[config.mk]
export PLATFORM = sky130hd
export DESIGN_NAME = lut_neuron_sequencer
export DESIGN_NICKNAME = d
export VERILOG_FILES = /design/src/rtl/lut_neuron_sequencer.sv
export SDC_FILE = /design/constraint.sdc
export NUM_CORES = 2
export LEC_CHECK = 0
export BUFFER_PORTS_ARGS = -buffer_cell sky130_fd_sc_hd__clkbuf_2
export CAP_MARGIN = 15
export CORE_MARGIN = 10
export CORE_UTILIZATION = 55
export DETAILED_ROUTE_END_ITERATION = 7
export GPL_ROUTABILITY_DRIVEN = 1
export GPL_TIMING_DRIVEN = 0
export HOLD_SLACK_MARGIN = 0.06
export PLACE_DENSITY_LB_ADDON = 0.1
export SYNTH_ARGS = -nofsm -noshare
export SYNTH_HDL_FRONTEND = slang
export SYNTH_SLANG_ARGS = --single-unit
[constraint.sdc]
create_clock -name clk -period 5.3 [get_ports clk]
set_clock_uncertainty 0.05 [all_clocks]
set_input_delay 1.06 -clock clk [delete_from_list [all_inputs] [get_ports clk]]
set_output_delay 1.06 -clock clk [all_outputs]
set_load 0.02 [all_outputs]
[src/rtl/lut_neuron_sequencer.sv]
// Time-multiplexed layer of LUT neurons: accepts a vector in IDLE, evaluates one neuron per cycle,
// out_valid rises NUM_NEURONS edges after the accept edge and holds until out_ready; config only lands in IDLE.
module lut_neuron_sequencer #(
  parameter int IN_WIDTH    = 16,
  parameter int NUM_NEURONS = 8,
  parameter int FAN_IN      = 6,
  parameter int IDX_W       = 5,
  localparam int NW = (NUM_NEURONS > 1) ? $clog2(NUM_NEURONS) : 1,
  localparam int SW = (FAN_IN > 1) ? $clog2(FAN_IN) : 1
) (
  input  logic                   clk,
  input  logic                   rst_n,
  input  logic                   tbl_we,
  input  logic [NW-1:0]          tbl_neuron,
  input  logic [FAN_IN-1:0]      tbl_addr,
  input  logic                   tbl_bit,
  input  logic                   map_we,
  input  logic [NW-1:0]          map_neuron,
  input  logic [SW-1:0]          map_slot,
  input  logic [IDX_W-1:0]       map_idx,
  output logic                   cfg_err,
  input  logic                   in_valid,
  output logic                   in_ready,
  input  logic [IN_WIDTH-1:0]    in_data,
  output logic                   out_valid,
  input  logic                   out_ready,
  output logic [NUM_NEURONS-1:0] out_data,
  output logic                   busy
);

  localparam int VW = (IN_WIDTH > 1) ? $clog2(IN_WIDTH) : 1;
  localparam int TD = 1 << FAN_IN;

  typedef enum logic [1:0] {IDLE, EVAL, DONE} state_t;

  state_t state, state_nx;

  logic [TD-1:0]     tbl [NUM_NEURONS];
  logic [IDX_W-1:0]  map [NUM_NEURONS][FAN_IN];
  logic [IN_WIDTH-1:0] vec;
  logic [NW-1:0]     n;
  logic [FAN_IN-1:0] addr;
  logic              lut_bit;
  logic              idle, tbl_ok, map_ok, cfg_rej;

  always_ff @(posedge clk) begin
    if (!rst_n) state <= IDLE;
    else        state <= state_nx;
  end

  always_comb begin
    state_nx = state;
    case (state)
      IDLE:    if (in_valid) state_nx = EVAL;
      EVAL:    if (n == NW'(NUM_NEURONS - 1)) state_nx = DONE;
      DONE:    if (out_ready) state_nx = IDLE;
      default: state_nx = IDLE;
    endcase
  end

  always_comb begin
    idle      = (state == IDLE);
    in_ready  = rst_n && idle;
    out_valid = (state == DONE);
    busy      = !idle;
  end

  // Slots pointing past the input vector read as constant 0.
  for (genvar k = 0; k < FAN_IN; k++) begin : g_addr
    assign addr[k] = (32'(map[n][k]) < IN_WIDTH) ? vec[map[n][k][VW-1:0]] : 1'b0;
  end

  assign lut_bit = tbl[n][addr];

  always_comb begin
    tbl_ok  = (32'(tbl_neuron) < NUM_NEURONS);
    map_ok  = (32'(map_neuron) < NUM_NEURONS) && (32'(map_slot) < FAN_IN);
    cfg_rej = (tbl_we && (!idle || !tbl_ok)) || (map_we && (!idle || !map_ok));
  end

  always_ff @(posedge clk) begin
    if (!rst_n) begin
      for (int i = 0; i < NUM_NEURONS; i++) begin
        tbl[i] <= '0;
        for (int k = 0; k < FAN_IN; k++) map[i][k] <= '0;
      end
      cfg_err  <= 1'b0;
      vec      <= '0;
      n        <= '0;
      out_data <= '0;
    end else begin
      cfg_err <= cfg_rej;
      // Writes land before the next cycle, so an accept in the same cycle sees them.
      if (tbl_we && idle && tbl_ok) tbl[tbl_neuron][tbl_addr] <= tbl_bit;
      if (map_we && idle && map_ok) map[map_neuron][map_slot] <= map_idx;
      case (state)
        IDLE: if (in_valid) begin
          vec      <= in_data;
          n        <= '0;
          out_data <= '0;
        end
        EVAL: begin
          out_data[n] <= lut_bit;
          n           <= n + NW'(1);
        end
        default: ;
      endcase
    end
  end

endmodule
==> flow_summary.json <==
{
  "fp-row-count": 98,
  "rsz0062_at_grt": "no",
  "numCtsBuffers": 85,
  "netlist.area_leader.share_pct": 57.2,
  "finalSetupViolations": 0,
  "cpPeakStageDelay_ns": 0.94,
  "period_share_pct": 99.5,
  "grt_pass1_vias": 29829,
  "hold_viol_final": 0,
  "clkTransAtPathRegs_ns": 0.06,
  "routed_wl_mm": 142,
  "vias_per_cell": 6.92,
  "core_area_um2": 71400,
  "p_per_area_nw_per_um2": 328,
  "io_buffers": 39,
  "syn-cell-area_um2": 39500,
  "fillCellCount": 5767,
  "drtAntennaViolNets": 0,
  "outcome": "finished, final reports clean",
  "crit_top_cell": "buf_4",
  "vdd_drop_max_v": 0.000246,
  "finalMaxSlewViolations": 0,
  "synth_enable_flop_cells": 752,
  "ys_warn_count": 0,
  "synth_cells": 3350,
  "ys_seq_area_share_pct": 58.9,
  "slew_headroom_pct": 15.6,
  "hpwl_mm": 97.4,
  "synth_ff_type": "edfxtp_1",
  "clock_path_buffers": 3,
  "dr.pass1.iters": 8,
  "drtIter0Drc": 5261,
  "power.total_mw": 14.3,
  "initial_core_util_pct": 55.3,
  "numClockSinks": 785,
  "end_kind": "flop",
  "synth-seq-cells": 785,
  "gr-total-overflow": 0,
  "io_pins": 55,
  "grt.total_usage_pct": 33.7,
  "path_cells": "buf_4 > buf_4 > buf_4 > buf_4 > buf_4 > buf_2 > clkbuf_1 > mux4_2 > mux2i_1 > mux2i_1 > a211o_1 > o2111a_1 > a22oi_4 > o41ai_2",
  "fin_area_um2": 43700,
  "critPathSlowestCell": "clkbuf_1",
  "critPathLaunchType": "flop",
  "fin_crit_ns": 5.27,
  "cp_max_fo": 10,
  "synthDistinctLibCells": 75,
  "hold_path.class": "flop to flop",
  "worst_pin_slew_ns": 1.27,
  "cts.htree.levels": 3,
  "post-place-cells": 4348,
  "drc": 0,
  "cp.arrival_ns": 5.72,
  "wl_per_cell_um": 31.6,
  "postPlaceCellArea_um2": 41000,
  "gp_congestion": 0.993,
  "cts_root_buf": "clkbuf_16",
  "fmax_mhz": 190,
  "clock_latency_ns": 0.66,
  "synth_top_area_cell": "edfxtp_1",
  "synthTopCellsByArea": "edfxtp_1 57%, mux4_2 9.9%, o21ai_0 7.1%",
  "crit_type": "flop to flop",
  "cts_tree": "yes",
  "r2r_cells": 14,
  "grt_pass1_wl_mm": 201,
  "drive_above_1_share_pct": 12.8,
  "dieHeight_um": 288,
  "avgSynthCellArea_um2": 11.8,
  "hold_depth": 2,
  "nets": 3529,
  "required_ns": 5.75,
  "die_w_um": 288,
  "cap_violations": 0,
  "p_leak_nw": 14.6,
  "final_cells": 4501,
  "synth-async-reset-ratio_pct": 0,
  "syn_nets": 3395,
  "grt_antenna_before_repair": 11,
  "grt_max_degree": 20,
  "area_delta_synth_final_pct": 10.6,
  "dieArea_um2": 82900,
  "setup-tns-final_ns": 0,
  "vias": 31158
}
[sequential cells by signal (all words and copies together), names as in the netlist, named ones only]
signal / count
state: 2
n: 3
tbl: 512
out_data: 8
map: 240
vec: 16
cfg_err: 1
[stage by stage]
stage,hold WS [ns],worst slack [ns],utilization (%)
after floorplan,0.411,1.57,-
after global placement,0.394,-1.53,57.3
after detailed placement,0.409,-0.494,57.5
after CTS,0.416,0.00434,61.1
after global routing,0.449,0.0266,61.2
final,0.416,0.0284,61.2
[routing by layer]
metal	routed length (µm)	track usage (%)
met5	130	0
met3	23900	13.2
met1	51800	45.6
met4	6760	14.4
met2	59700	47.8
[what timing repair did]
| action | CTS | global route |
|---|---|---|
| gates resized for setup | 9 | 18 |
| hold buffers | 0 | 0 |
| setup buffers | 0 | 0 |
| endpoints found under the setup margin | 8 | 8 |
| hold endpoints to repair | 0 | 0 |
[where the power goes]
part	internal (mW)	leakage, nW	total [mW]	switching [mW]
clock	3.21	1.25	5.70	2.49
sequential	7.00	7.93	7.09	0.0854
combinational	0.464	5.37	1.51	1.05
total	10.7	14.6	14.3	3.62
[cell families after synthesis]
logic type / share of synthesized area [%]
AO/OA/AOI/OAI: 10.0
adder cells (fa/ha/maj): 0.0634
buffers and inverters: 4.02
flip-flops: 58.9
multiplexers: 13.4
AND/OR/NAND/NOR: 13.6
[area by class of cell]
cell class,count,area [µm²],area share [%]
sequential,785,23200,53.2
multi-input combinational,2183,14700,33.7
clock buffer,114,2330,5.34
buffer,362,1530,3.51
tap,950,1190,2.72
timing repair buffer,50,352,0.805
clock inverter,35,233,0.533
inverter,17,63.8,0.146
antenna,5,12.5,0.0287
[cells in the final DEF, fill, tap and decap left out, drive strengths merged, types with 9 or more instances in the layout]
master,instances
mux4,173
nand2,211
and2,201
mux2i,114
clkinv,31
dfxtp,33
nor2,592
nand3,36
edfxtp,752
nand3b,9
and3,62
mux2,21
buf,63
clkbuf,463
inv,16
nor2b,10
nor3,11
o21ai,566
nand4,13
a22oi,17
a21oi,35
[worst max-delay path: cells and delay by family (launching register included)]
family | cells | cell delay (ns)
multiplexers | 3 | 0.78
AO/OA/AOI/OAI | 4 | 1.17
flip-flops | 1 | 0.30
buffers and inverters | 7 | 2.78
[synthesized netlist by cell type (3+ instances only)]
cell type	instances
edfxtp_1	752
nor2_1	591
o21ai_0	561
clkbuf_1	309
nand2_1	209
and2_1	201
mux4_2	173
mux2i_1	109
and3_1	62
nand3_1	36
a21oi_1	35
dfxtp_1	33
buf_2	25
mux2_2	20
buf_4	16
inv_1	16
a22oi_1	13
nand4_1	12
nor2b_1	10
nor3_1	10
nand3b_1	9
buf_1	8
a31oi_1	7
nand2b_1	7
nor3b_1	7
o211a_1	7
o211ai_1	7
a211oi_1	6
buf_6	6
mux2i_2	5
o21ai_1	5
o221ai_2	5
or3_1	5
and4_1	4
nor4_1	4
a2111o_1	3
a2111oi_4	3
a211o_1	3
a21bo_2	3
a221oi_1	3
o2111ai_1	3
o311ai_0	3
or3b_2	3
[path summary, 6_finish.rpt]
kind / startpoint / end / slack (ns)
worst max-delay path: flop / out_data[5] / 0.03
worst min-delay path: out_data[2] / out_data[2] / 0.42
worst max register to register: flop / out_data[5] / 0.03
worst min register to register: out_data[2] / out_data[2] / 0.42
(Power assumes the default switching activity.)
